--- src/rtl/seg7_pkg.sv ---
// Shared 7-segment definitions: symbol codes, segment patterns (bit6..0 = g..a),
// reader FSM states, FIFO entry layout and the pattern-to-symbol decoder.
package seg7_pkg;

   localparam logic [5:0] ZERO = 6'd0, ONE = 6'd1, TWO = 6'd2, THREE = 6'd3, FOUR = 6'd4,
                          FIVE = 6'd5, SIX = 6'd6, SEVEN = 6'd7, EIGHT = 6'd8, NINE = 6'd9;
   localparam logic [5:0] CHR_A = 6'd10, CHR_B = 6'd11, CHR_C = 6'd12, CHR_D = 6'd13,
                          CHR_E = 6'd14, CHR_F = 6'd15, CHR_C_LO = 6'd19, CHR_H = 6'd24,
                          CHR_H_LO = 6'd25, CHR_I_LO = 6'd26, CHR_J = 6'd28, CHR_L = 6'd29,
                          CHR_N_LO = 6'd30, CHR_O_LO = 6'd32, CHR_P = 6'd33, CHR_Q_LO = 6'd34,
                          CHR_R_LO = 6'd35, CHR_T_LO = 6'd37, CHR_U = 6'd38, CHR_U_LO = 6'd39,
                          CHR_Y_LO = 6'd40, GRAU = 6'd41;
   localparam logic [5:0] SYM_UNKNOWN = 6'd63;

   localparam logic [6:0] PAT_ZERO = 7'h3f, PAT_ONE = 7'h06, PAT_TWO = 7'h5b, PAT_THREE = 7'h4f,
                          PAT_FOUR = 7'h66, PAT_FIVE = 7'h6d, PAT_SIX = 7'h7d, PAT_SEVEN = 7'h07,
                          PAT_EIGHT = 7'h7f, PAT_NINE = 7'h6f;
   localparam logic [6:0] PAT_A = 7'h77, PAT_B = 7'h7c, PAT_C = 7'h39, PAT_D = 7'h5e,
                          PAT_E = 7'h79, PAT_F = 7'h71, PAT_C_LO = 7'h58, PAT_H = 7'h76,
                          PAT_H_LO = 7'h74, PAT_I_LO = 7'h10, PAT_J = 7'h1e, PAT_L = 7'h38,
                          PAT_N_LO = 7'h54, PAT_O_LO = 7'h5c, PAT_P = 7'h73, PAT_Q_LO = 7'h67,
                          PAT_R_LO = 7'h50, PAT_T_LO = 7'h78, PAT_U = 7'h3e, PAT_U_LO = 7'h1c,
                          PAT_Y_LO = 7'h6e, PAT_GRAU = 7'h63;

   typedef enum logic [1:0] {IDLE, COUNT, HELD} state_t;

   typedef struct packed {
      logic [5:0] code;
      logic       err;
      logic       dp;
   } sym_entry_t;

   function automatic logic [5:0] seg_to_sym(logic [6:0] seg);
      logic [5:0] code;
      code = SYM_UNKNOWN;
      case (seg)
         PAT_ZERO:  code = ZERO;      PAT_ONE:   code = ONE;      PAT_TWO:   code = TWO;
         PAT_THREE: code = THREE;     PAT_FOUR:  code = FOUR;     PAT_FIVE:  code = FIVE;
         PAT_SIX:   code = SIX;       PAT_SEVEN: code = SEVEN;    PAT_EIGHT: code = EIGHT;
         PAT_NINE:  code = NINE;      PAT_A:     code = CHR_A;    PAT_B:     code = CHR_B;
         PAT_C:     code = CHR_C;     PAT_D:     code = CHR_D;    PAT_E:     code = CHR_E;
         PAT_F:     code = CHR_F;     PAT_C_LO:  code = CHR_C_LO; PAT_H:     code = CHR_H;
         PAT_H_LO:  code = CHR_H_LO;  PAT_I_LO:  code = CHR_I_LO; PAT_J:     code = CHR_J;
         PAT_L:     code = CHR_L;     PAT_N_LO:  code = CHR_N_LO; PAT_O_LO:  code = CHR_O_LO;
         PAT_P:     code = CHR_P;     PAT_Q_LO:  code = CHR_Q_LO; PAT_R_LO:  code = CHR_R_LO;
         PAT_T_LO:  code = CHR_T_LO;  PAT_U:     code = CHR_U;    PAT_U_LO:  code = CHR_U_LO;
         PAT_Y_LO:  code = CHR_Y_LO;  PAT_GRAU:  code = GRAU;
         default:   code = SYM_UNKNOWN;
      endcase
      return code;
   endfunction

endpackage

--- src/rtl/seg_sym_fifo.sv ---
// Synchronous symbol FIFO with sticky overflow; a push into a full FIFO is
// accepted when a pop happens on the same edge.
module seg_sym_fifo #(
   parameter int unsigned DEPTH = 4,
   parameter int unsigned WIDTH = 8
) (
   input  logic                           clk_2,
   input  logic                           reset_n,
   input  logic                           push,
   input  logic [WIDTH-1:0]               push_data,
   input  logic                           pop_req,
   output logic [WIDTH-1:0]               head,
   output logic                           valid,
   output logic [$clog2(DEPTH+1)-1:0]     fill,
   output logic                           overflow
);
   localparam int unsigned AW = $clog2(DEPTH);
   localparam int unsigned CW = $clog2(DEPTH + 1);

   logic [WIDTH-1:0] mem [DEPTH];
   logic [AW-1:0]    rd_ptr, wr_ptr;
   logic [CW-1:0]    count;
   logic             do_pop, do_push;

   always_comb begin
      do_pop  = pop_req && (count != '0);
      do_push = push && ((count != CW'(DEPTH)) || do_pop);
   end

   always_ff @(posedge clk_2) begin
      if (!reset_n) begin
         rd_ptr   <= '0;
         wr_ptr   <= '0;
         count    <= '0;
         overflow <= 1'b0;
      end else begin
         if (do_push) begin
            mem[wr_ptr] <= push_data;
            wr_ptr      <= wr_ptr + AW'(1);
         end
         if (do_pop) rd_ptr <= rd_ptr + AW'(1);
         if (do_push && !do_pop)      count <= count + CW'(1);
         else if (do_pop && !do_push) count <= count - CW'(1);
         if (push && !do_push) overflow <= 1'b1;
      end
   end

   always_comb begin
      valid = (count != '0);
      head  = valid ? mem[rd_ptr] : '0;
      fill  = count;
   end

endmodule

--- src/rtl/seg_symbol_reader.sv ---
// Reads a 7-segment bus back into symbol codes once a pattern holds steady.
// Build option SEG_READER_DP_EN carries the dp bit into the queue instead of flagging it unknown.
module seg_symbol_reader
   import seg7_pkg::*;
#(
   parameter int unsigned STABLE_CYCLES = 4,
   parameter int unsigned FIFO_DEPTH    = 4,
   parameter int unsigned NBITS_SEG     = 8
) (
   input  logic                               clk_2,
   input  logic                               reset_n,
   input  logic [NBITS_SEG-1:0]               seg_in,
   output logic [5:0]                         sym_code,
   output logic                               sym_err,
   output logic                               sym_dp,
   output logic                               sym_valid,
   input  logic                               sym_ready,
   output logic                               overflow,
   output logic [$clog2(FIFO_DEPTH+1)-1:0]    fill
);
   localparam int unsigned CNT_W = $clog2(STABLE_CYCLES);

   state_t               state;
   logic [CNT_W-1:0]     cnt;
   logic [NBITS_SEG-1:0] seg_q, seg_p, last_stable;
   logic                 push;
   logic [5:0]           dec_code;
   sym_entry_t           push_data, new_entry, head;

   always_comb begin
      dec_code = seg_to_sym(seg_q[6:0]);
`ifdef SEG_READER_DP_EN
      new_entry.dp = seg_q[NBITS_SEG-1];
`else
      new_entry.dp = 1'b0;
      if (seg_q[NBITS_SEG-1]) dec_code = SYM_UNKNOWN;
`endif
      new_entry.code = dec_code;
      new_entry.err  = (dec_code == SYM_UNKNOWN);
   end

   // last_stable suppresses re-emitting a pattern after a glitch that never became stable
   always_ff @(posedge clk_2) begin
      if (!reset_n) begin
         state       <= IDLE;
         cnt         <= '0;
         seg_q       <= '0;
         seg_p       <= '0;
         last_stable <= '0;
         push        <= 1'b0;
         push_data   <= '0;
      end else begin
         seg_q <= seg_in;
         seg_p <= seg_q;
         push  <= 1'b0;
         unique case (state)
            IDLE, HELD: begin
               if (seg_q != seg_p) begin
                  state <= COUNT;
                  cnt   <= CNT_W'(1);
               end
            end
            COUNT: begin
               if (seg_q != seg_p) begin
                  cnt <= CNT_W'(1);
               end else if (cnt == CNT_W'(STABLE_CYCLES - 1)) begin
                  state       <= HELD;
                  cnt         <= '0;
                  last_stable <= seg_q;
                  if (seg_q[6:0] != '0 && seg_q != last_stable) begin
                     push      <= 1'b1;
                     push_data <= new_entry;
                  end
               end else begin
                  cnt <= cnt + CNT_W'(1);
               end
            end
            default: state <= IDLE;
         endcase
      end
   end

   seg_sym_fifo #(
      .DEPTH (FIFO_DEPTH),
      .WIDTH ($bits(sym_entry_t))
   ) u_fifo (
      .clk_2     (clk_2),
      .reset_n   (reset_n),
      .push      (push),
      .push_data (push_data),
      .pop_req   (sym_ready),
      .head      (head),
      .valid     (sym_valid),
      .fill      (fill),
      .overflow  (overflow)
   );

   always_comb begin
      sym_code = head.code;
      sym_err  = head.err;
      sym_dp   = head.dp;
   end

endmodule

--- config.mk ---
export PLATFORM = sky130hd
export DESIGN_NAME = seg_symbol_reader
export DESIGN_NICKNAME = d
export VERILOG_FILES = /design/src/rtl/seg7_pkg.sv /design/src/rtl/seg_sym_fifo.sv /design/src/rtl/seg_symbol_reader.sv
export SDC_FILE = /design/constraint.sdc
export NUM_CORES = 1
export LEC_CHECK = 0
export CORE_MARGIN = 2
export CORE_UTILIZATION = 40
export CTS_CLUSTER_SIZE = 10
export DETAILED_ROUTE_END_ITERATION = 8
export GPL_TIMING_DRIVEN = 0
export PLACE_DENSITY = 0.63
export SYNTH_ARGS = -nofsm -noshare
export SYNTH_HDL_FRONTEND = slang
export SYNTH_SLANG_ARGS = --single-unit
--- constraint.sdc ---
create_clock -name clk_2 -period 2.9 [get_ports clk_2]
set_input_delay 0.87 -clock clk_2 [delete_from_list [all_inputs] [get_ports clk_2]]
set_output_delay 0.87 -clock clk_2 [all_outputs]
set_load 0.05 [all_outputs]
Word level (Yosys, flattened, before mapping) --
Memories as Yosys holds them, arrays and structs flattened. A register that Yosys moved wholly into a read port is not among the register bits. Cells that the tools add are included.
Storage, ports and cells: input bits 11, output and inout port bits 13, memory bits (read-only) 768, register bits 44, bits in writable memories 28, memories 2, word-level logic and storage cells 71
Memories:
- (name not given) | words 128, width 6, read ports 1, clocked after Yosys merged registers in 1, write ports 0, line seg7_pkg.sv:36 | case (seg)
- u_fifo.mem | words 4, width 7, read ports 1, clocked after Yosys merged registers in 1, write ports 1, line seg_sym_fifo.sv:20 | logic [WIDTH-1:0] mem [DEPTH];
Operators by class: reduce and logical (&&, ||, !) cells 20, add/sub/neg operators 5, eq/ne operators 10, multiplexer cells 18, bitwise gates (word level) 4
Operators by type and width (count):
- $ne A8 B8 Y1 | 2
- $mux W2 | 7
- $mux W8 | 1
- $pmux W2 S2 | 2
- $mux W7 | 1
- $reduce_bool A7 Y1 | 1
- $add A2 B1 Y2 const B | 3
- $eq A6 B6 Y1 const B | 1
- $logic_and A1 B1 Y1 | 6
- $mux W3 | 2
- $mux W6 | 1
- $ne A2 B2 Y1 const B | 3
- $reduce_and A3 Y1 | 2
- $eq A2 B2 Y1 const B | 2
- $mux W1 | 4
- $not A1 Y1 | 4
- $reduce_and A4 Y1 | 1
- $reduce_bool A2 Y1 | 2
- $reduce_or A4 Y1 | 1
- $add A3 B1 Y3 const B | 1
- $ne A3 B3 Y1 const B | 1
- $reduce_bool A3 Y1 | 1
- $sub A3 B1 Y3 const B | 1
- $eq A2 B1 Y1 const B | 1
- other kinds (5) | 6

Logic depth before layout (Yosys ltp) --
Gate-level depths: netlist of run 1.
depth in word-level cells 8, depth in mapped cells 12, depth with buffers taken out 8

Hierarchy --
A second synthesis of run 1 with hierarchy kept.
Second synthesis, totals: cells, all modules 377, area total of the unflattened synthesis 4111.4 um^2
Modules (own cells, without submodules):
- seg_symbol_reader | cells each 273, seq. area each 840.8 um^2, instances 1, area an instance 2373.5 um^2
- seg_sym_fifo | cells each 104, seq. area each 1161.1 um^2, instances 1, area an instance 1737.9 um^2

Least setup slack after synthesis of run 1 --
Ideal clock, no wire load.
path kind input to register, start point in reset_n, end point reg (tool-made name), setup slack -88 ps, data arrival time 2873 ps, required time 2785 ps, setup time 115 ps, stages 12, path buffers 4, cells stage by stage clkbuf_1 clkbuf_1 clkbuf_1 nand2_1 inv_1 ha_1 clkbuf_1 and3_1 o21ai_0 a21oi_1 o21ai_0 o21a_1
RTL lines:
- from (decl) | line seg_symbol_reader.sv:11 | input logic reset_n,

Worst setup path in the final report of run 1 --
start point in sym_ready, end point reg u_fifo.count[2] (netlist: u_fifo.fill[2])
Between the ends: cells in the longest elaborated chain, start to end 6, elaborated cells on any way between the ends 9, those cells by class mux: 1; reduce/logical: 8
Ends and longest elaborated chain:
- from (decl) | line seg_symbol_reader.sv:17 | input logic sym_ready,
- $logic_and A1 B1 Y1 * | line seg_sym_fifo.sv:26 | do_pop = pop_req && (count != '0);
- $logic_or A1 B1 Y1 | line seg_sym_fifo.sv:27 | do_push = push && ((count != CW'(DEPTH)) || do_pop);
- $logic_and A1 B1 Y1 | line seg_sym_fifo.sv:27
- $logic_not A1 Y1 | line seg_sym_fifo.sv:43 | else if (do_pop && !do_push) count <= count - CW'(1);
- $logic_and A1 B1 Y1 | line seg_sym_fifo.sv:43
- $reduce_bool A2 Y1 (no source line)
- to (signal assigned) | line seg_sym_fifo.sv:42 | if (do_push && !do_pop) count <= count + CW'(1);
- to (signal assigned) | line seg_sym_fifo.sv:43
- to (decl) | line seg_sym_fifo.sv:22 | logic [CW-1:0] count;
Mark *: on every way between the ends. The rest lies on a longest branch, timed or not. A chain may end at the register's enable or synchronous reset.

==> results of run 1 <==
==> critical path: stages <==
cell             delay, ns
clkdlybuf4s50_1       0.51
nor4b_1               0.08
nor2b_1               0.11
clkbuf_2              0.19
ha_1                  0.21
inv_1                 0.06
fa_1                  0.37
xor2_1                0.16
or3_1                 0.30
a21oi_1               0.14
==> how the worst max path moves through the flow <==
| stage | end | startpoint |
|---|---|---|
| 2_1_floorplan | sym_code[0] | u_fifo.fill[0] |
| 3_3_place_gp | register | reset_n |
| 3_5_place_dp | register | reset_n |
| 4_1_cts | sym_code[2] | u_fifo.fill[0] |
| 5_1_grt | register | reset_n |
| 6_report | u_fifo.fill[2] | sym_ready |
==> area by class of cell <==
cell class              count  area [sq um]  share of cell area, %
repair buffers             20           166                   3.77
well taps                 133           166                   3.77
multi-input cells         250          1820                   41.4
clock inverters             7          53.8                   1.22
plain buffers              24           131                   2.98
flip-flops and latches     80          1880                   42.7
clock buffers               9           124                   2.81
inverters                  16          60.1                   1.36
==> cell usage in the layout (no fill, tap or decap), types with 11 or more instances in the layout <==
| cell type | count |
|---|---|
| and2_1 | 17 |
| edfxtp_1 | 28 |
| a21oi_1 | 20 |
| inv_1 | 16 |
| mux2i_1 | 14 |
| nand2_1 | 18 |
| ha_1 | 12 |
| o21ai_0 | 12 |
| clkdlybuf4s50_1 | 11 |
| dfxtp_1 | 51 |
| nor2_1 | 32 |
| xor2_1 | 12 |
==> metrics by stage <==
step,setup slack [ns],hold slack (ns),power (mW),util [%]
global route,0.0210,0.526,3.03,46.0
global placement,-0.729,0.468,2.23,44.4
floorplan,0.0308,0.449,1.96,-
finish,0.171,0.508,2.88,46.0
detailed placement,-0.744,0.495,2.24,44.4
CTS,-0.0196,0.515,2.93,46.2
==> power breakdown <==
part           switching (mW)  total (mW)  internal, mW  leakage (nW)
Sequential             0.0705        1.27          1.20         0.685
Combinational           0.582       0.870         0.288         0.902
Clock                   0.422       0.738         0.316        0.0822
==> registers in the layout, indices dropped and copies added (netlist names), named ones only <==
signal and flops:
u_fifo.overflow 1, u_fifo.fill 3, u_fifo.mem 28, u_fifo.rd_ptr 2, u_fifo.wr_ptr 2, push_data 7, last_stable 8, state 2
cnt 2, seg_p 8, push 1, seg_q 8
==> what timing repair did <==
action	4_1_cts	5_1_grt
gates resized for setup	14	21
cloned	0	0
pin swaps	0	0
setup endpoints to repair	14	14
==> layer usage <==
metal	track usage (%)	up-vias
met5	0	-
met4	8.21	0
met3	2.98	25
met2	27.1	73
met1	19.8	1294
li1	-	1392
==> kinds of logic (layout without fill, tap and decap cells) <==
logic type               Yosys count  after routing  share of synthesized area [%]
AO/OA/AOI/OAI                     76             76                           13.0
XOR/XNOR                          21             21                           4.92
adder cells (fa/ha/maj)           13             13                           4.37
buffers and inverters             42             76                           4.88
flip-flops                        80             80                           48.3
multiplexers                      24             24                           8.52
other                              1              1                         0.0963
AND/OR/NAND/NOR                  115            115                           15.9
==> results by group, run 1 <==
Worst setup path
  • Crit. End Element: register
  • Worst setup SP type: input pin
  • FF-to-FF End: u_fifo.fill[2]
  • RR Startpoint: u_fifo.fill[0]
  • R2R cell count: 9
  • CP arrival: 3.01 ns
  • Required time of the critical path: 3.18 ns
  • CP Class: in -> reg
  • Worst R2R Setup Slack: 0.45 ns
  • CP Max Fanout: 7

Worst hold path
  • Worst hold stages: 2
  • Hold Crit Start: u_fifo.overflow
  • Hold crit path type: reg -> reg
  • Worst hold path endpoint: u_fifo.overflow

Outcome
  • Run status: finished clean

Clock network
  • Postcts setup bufs: 0
  • Clk sink count: 80
  • Inserted Clock Buffers: 9
  • Max clock buf depth: 2
  • CTS Root Buffer Type: clkbuf_8
  • H-tree depth: 3
  • Clock latency on the worst-skew pair: 0.35 ns
  • CTS tree: done
  • # hold bufs at CTS: 0
  • Reg clk slew, reported paths: 0.08 ns

Detailed routing
  • Final ANT Viol Nets: 0
  • Final WL: 7970 um
  • Drt via density: 5.17
  • Met2 WL: 3730 um
  • 1st-iter DRT viols: 139
  • WL met3: 354 um
  • Residual DRC: 0
  • Highest Signal Layer: met4
  • M1 WL: 3630 um
  • DRT Pass-1 Iters: 4
  • Vias: 2784
  • Routed WL per cell: 14.8 um

Final layout
  • Share of layout cells above drive strength 1: 13.8%
  • Antenna Cells: 0
  • Finished Cell Area: 4410 sq um
  • Synth-to-Final Area Change: 13.2%
  • Final nets: 425
  • Layout Cells excl Fill: 539
  • Fill count: 936

Yosys
  • Post-synth EDFFs: 28
  • Post-synth top cells: 52 x dfxtp_1, 32 x nor2_1, 28 x edfxtp_1
  • Mapped cell area: 3890 sq um
  • Area fraction of the dominant cell type after synthesis: 26.7%
  • Synth warnings: 0
  • Synthesized net count: 396
  • Main synth FF type: dfxtp_1
  • Post-synthesis register bit count: 80
  • Yosys cell types: 62
  • Synthesized area per cell: 10.5 sq um
  • Register area share after synthesis: 48.3%
  • Post-Syn Instances: 372
  • Area leader, netlist: dfxtp_1
  • Synth async-reset ratio: 0%
  • Synth area leaders: dfxtp_1 27%, edfxtp_1 22%, mux4_2 4.0%, ha_1 3.9%, mux2i_1 3.6%
  • Top-count cell post-synth: dfxtp_1

Global routing
  • Pin count of the biggest net entering global routing: 16
  • Number of global-route vias before repair: 2694
  • Initial antenna violation count: 0
  • First-pass GRT wire length: 13100 um
  • All-Layer GR Usage: 16.1%
  • Total gr overflow: 0

Floorplan
  • # IOs: 24
  • Die X: 103 um
  • Die area: 10500 sq um
  • Die extent in y: 103 um
  • Row count: 36
  • Core area: 9590 sq um
  • Initial Utilization: 40.6%

STA
  • Hold Violations, Final: 0
  • Tcrit/Tclk final: 94.1%
  • Worst-margin pin slew: 0.585 ns
  • Fin crit period: 2.73 ns
  • Clk_skew: 0.00923 ns
  • RSZ-0062 raised after global routing: false
  • Max-slew headroom: 61.0%
  • Setup TNS: 0 ns
  • Finish-stage setup viols: 0
  • Fmax: 366 MHz
  • Final Max Slew Viols: 0

Placement
  • I/O Buffers: 20
  • Inst Count DP: 525
  • DP Wirelength: 5770 um
  • Placed inst area: 4260 sq um
  • RePlAce Congestion: 0.894

Pwr
  • Max rail drop VDD: 347 uV
  • PwrDens: 654 nW/um^2
  • Leak pwr: 1.67 nW

Flow run
  • Max Cap Viol: 0
(Power assumes the default switching activity.)
==> run 2, diff against run 1 <==
--- a/config.mk
+++ b/config.mk
@@ -10,7 +10,7 @@
 export CTS_CLUSTER_SIZE = 10
 export DETAILED_ROUTE_END_ITERATION = 8
 export GPL_TIMING_DRIVEN = 0
-export PLACE_DENSITY = 0.63
+export PLACE_DENSITY = 0.6
 export SYNTH_ARGS = -nofsm -noshare
 export SYNTH_HDL_FRONTEND = slang
 export SYNTH_SLANG_ARGS = --single-unit
==> constraint.sdc (replaced) <==
create_clock -name clk_2 -period 2.7 [get_ports clk_2]
set_input_delay 0.81 -clock clk_2 [delete_from_list [all_inputs] [get_ports clk_2]]
set_output_delay 0.81 -clock clk_2 [all_outputs]
set_load 0.05 [all_outputs]
==> run 2 against run 1 <==
Effect of this change: worst setup slack lost 0.14 ns; global-route usage up 0.57 points; final cell count rose by 0.37%; cell area rose by 1.4%; core utilization rose by 0.63 points; critical path type unchanged; highest routed layer unchanged.
==> results by group, run 2 (synthesis results as in run 1) <==
Pwr
  • NetSw: 1.12 mW (was 1.07 mW)
  • Sw Ratio: 35.2% (was 37.3%)
  • Max rail drop VDD: 339 uV (was 347 uV)
  • Leak pwr: 1.69 nW (was 1.67 nW)
  • Clock power frac: 26.7% (was 25.6%)
  • Register share of total power: 43.2% (was 44.2%)
  • Internal power: 2.05 mW (was 1.81 mW)
  • PwrDens: 709 nW/um^2 (was 654 nW/um^2)
  • Comb pwr share: 30.1% (was 30.2%)

Final layout
  • Finished Cell Area: 4470 sq um (was 4410 sq um)
  • Top reg by flops: u_fifo.mem (unchanged)
  • Commonest non-fill, non-tap cell in the layout: dfxtp_1 (unchanged)
  • Share of layout cells above drive strength 1: 14.5% (was 13.8%)
  • Max reg flops: 28 (unchanged)
  • Fill count: 921 (was 936)
  • Synth-to-Final Area Change: 14.8% (was 13.2%)
  • Most frequent cells in the layout: 51 x dfxtp_1, 32 x nor2_1, 28 x edfxtp_1 (unchanged)
  • Antenna Cells: 0 (unchanged)
  • Final nets: 427 (was 425)

Global routing
  • Initial antenna violation count: 0 (unchanged)
  • All-Layer GR Usage: 16.7% (was 16.1%)
  • Total gr overflow: 0 (unchanged)
  • First-pass GRT wire length: 13600 um (was 13100 um)
  • Pin count of the biggest net entering global routing: 15 (was 16)
  • Number of global-route vias before repair: 2777 (was 2694)

STA
  • Tcrit/Tclk final: 98.8%
  • Fmax: 375 MHz
  • Hold Violations, Final: 0 (unchanged)
  • RSZ-0062 raised after global routing: false (unchanged)
  • Clk_skew: 0.00941 ns (was 0.00923 ns)
  • Finish-stage setup viols: 0 (unchanged)
  • Final Max Slew Viols: 0 (unchanged)
  • Worst-margin pin slew: 0.629 ns (was 0.585 ns)
  • Setup TNS: 0 ns (unchanged)
  • Worst hold slack: 0.472 ns (was 0.508 ns)
  • Max-slew headroom: 58.1% (was 61.0%)
  • Fin crit period: 2.67 ns

Worst hold path
  • Worst hold stages: 2 (unchanged)
  • Hold crit path type: reg -> reg (unchanged)
  • Hold Crit Start: u_fifo.overflow (unchanged)
  • Worst hold path endpoint: u_fifo.overflow (unchanged)

Worst setup path
  • FF-to-FF End: u_fifo.fill[2] (unchanged)
  • Worst path slowest cell: clkdlybuf4s50_1 (unchanged)
  • Worst setup SP type: input pin (unchanged)
  • CP Depth: 6 (was 10)
  • CP Max Fanout: 10 (was 7)
  • Crit. End Element: register (unchanged)
  • Worst path bufs/invs: 3 (unchanged)
  • CP arrival: 2.89 ns (was 3.01 ns)
  • Worst-path cell chain: clkdlybuf4s50_1 -> clkbuf_1 -> buf_1 -> o211ai_1 -> a311oi_1 -> o31ai_1 (was clkdlybuf4s50_1 -> nor4b_1 -> nor2b_1 -> clkbuf_2 -> ha_1 -> inv_1 -> fa_1 -> xor2_1 -> or3_1 -> a21oi_1)
  • CP peak stage delay: 0.50 ns (was 0.51 ns)
  • RR Startpoint: u_fifo.fill[0] (unchanged)
  • Dominant delay contributor by cell family on the critical path: buffers and inverters (unchanged)
  • CP Class: in -> reg (unchanged)
  • Required time of the critical path: 2.92 ns (was 3.18 ns)
  • Worst R2R Setup Slack: 0.35 ns (was 0.45 ns)
  • R2R cell count: 9 (unchanged)

Placement
  • I/O Buffers: 20 (unchanged)
  • DP Wirelength: 5880 um (was 5770 um)
  • RePlAce Congestion: 0.962 (was 0.894)
  • Placed inst area: 4270 sq um (was 4260 sq um)

Detailed routing
  • Vias: 2859 (was 2784)
  • Residual DRC: 0 (unchanged)
  • 1st-iter DRT viols: 124 (was 139)
  • Drt via density: 5.28 (was 5.17)
  • Routed WL per cell: 15.4 um (was 14.8 um)
  • Final WL: 8330 um (was 7970 um)
  • Final ANT Viol Nets: 0 (unchanged)
  • DRT Pass-1 Iters: 4 (unchanged)

Outcome
  • Run status: finished clean (unchanged)

Clock network
  • Reg clk slew, reported paths: 0.07 ns (was 0.08 ns)
  • Clk sink count: 80 (unchanged)
  • # hold bufs at CTS: 0 (unchanged)
  • Inserted Clock Buffers: 9 (unchanged)
  • CTS tree: done (unchanged)
  • Max clock buf depth: 2 (unchanged)
  • Clock latency on the worst-skew pair: 0.35 ns (about the same)
  • H-tree depth: 3 (unchanged)
  • CTS Root Buffer Type: clkbuf_8 (unchanged)

Floorplan
  • Die extent in y: 103 um (unchanged)
  • # IOs: 24 (unchanged)
  • Die X: 103 um (unchanged)
  • Die area: 10500 sq um (unchanged)
  • Row count: 36 (unchanged)
  • Core area: 9590 sq um (unchanged)
  • Initial Utilization: 40.6% (unchanged)

Flow run
  • Max Cap Viol: 0 (unchanged)
## run 2: cell types whose count changed in the layout (fill, tap and decap cells not counted), sizes merged
| cell | change |
|---|---|
| inv | -1 |
| buf | +2 |
| clkdlybuf4s15 | +2 |
| clkdlybuf4s50 | -1 |
| bufinv | +1 |
| dlygate4sd2 | +1 |
| clkinvlp | -1 |
| clkinv | -1 |
## run 2: power groups by stage
stage	Combinational, mW	Clock, mW	Sequential [mW]
after floorplan	0.680	0	1.43
after global placement	1.03	0	1.37
after detailed placement	1.04	0	1.37
after CTS	0.968	0.866	1.37
after global routing	1.03	0.922	1.38
final	0.955	0.846	1.37
## run 2: timing repair
item	4_1_cts	5_1_grt
endpoints found under the setup margin	15	12
gates resized for setup	21	21
endpoints found under the hold margin	0	0
buffers inserted	0	2
pin swaps	0	1
## run 2: layout make-up
class	count	area (sq um)	area share, %
Buffer	24	144	3.22
Clock buffer	11	131	2.94
Clock inverter	5	57.6	1.29
Inverter	16	60.1	1.34
Multi-Input combinational cell	250	1830	41.0
Sequential cell	80	1890	42.2
Tap cell	133	166	3.72
Timing Repair Buffer	22	193	4.31
## run 2: metal layers
metal | up-vias | share of wire, % | GRT usage, %
met1 | 1334 | 43 | 20.5
met3 | 25 | 4.9 | 2.78
met4 | 0 | 2.9 | 8.31
met5 | - | 0 | 0
met2 | 106 | 49 | 28.5
li1 | 1394 | - | -
## run 2: worst min-delay path: cells and delay by family (launching register included)
kind | cells | cell delay, ns
compound gates | 1 | 0.04
flops | 1 | 0.33
simple gates | 1 | 0.07
## run 2: through the flow
stage / utilization (%) / worst slack (ns) / std cells / total power [mW]
detailed placement: 44.5 / -0.631 / 525 / 2.41
global placement: 44.5 / -0.649 / 525 / 2.40
floorplan: - / 0.0362 / 372 / 2.11
CTS: 46.5 / -0.0304 / 539 / 3.21
finish: 46.6 / 0.0314 / 541 / 3.17
global route: 46.6 / 0.000150 / 541 / 3.33
## run 2: worst max-delay path by stage
stage | startpoint | endpoint
6_report | seg_in[3] | register
5_1_grt | reset_n | register
4_1_cts | register | sym_code[3]
3_5_place_dp | reset_n | register
3_3_place_gp | reset_n | register
2_1_floorplan | reset_n | register
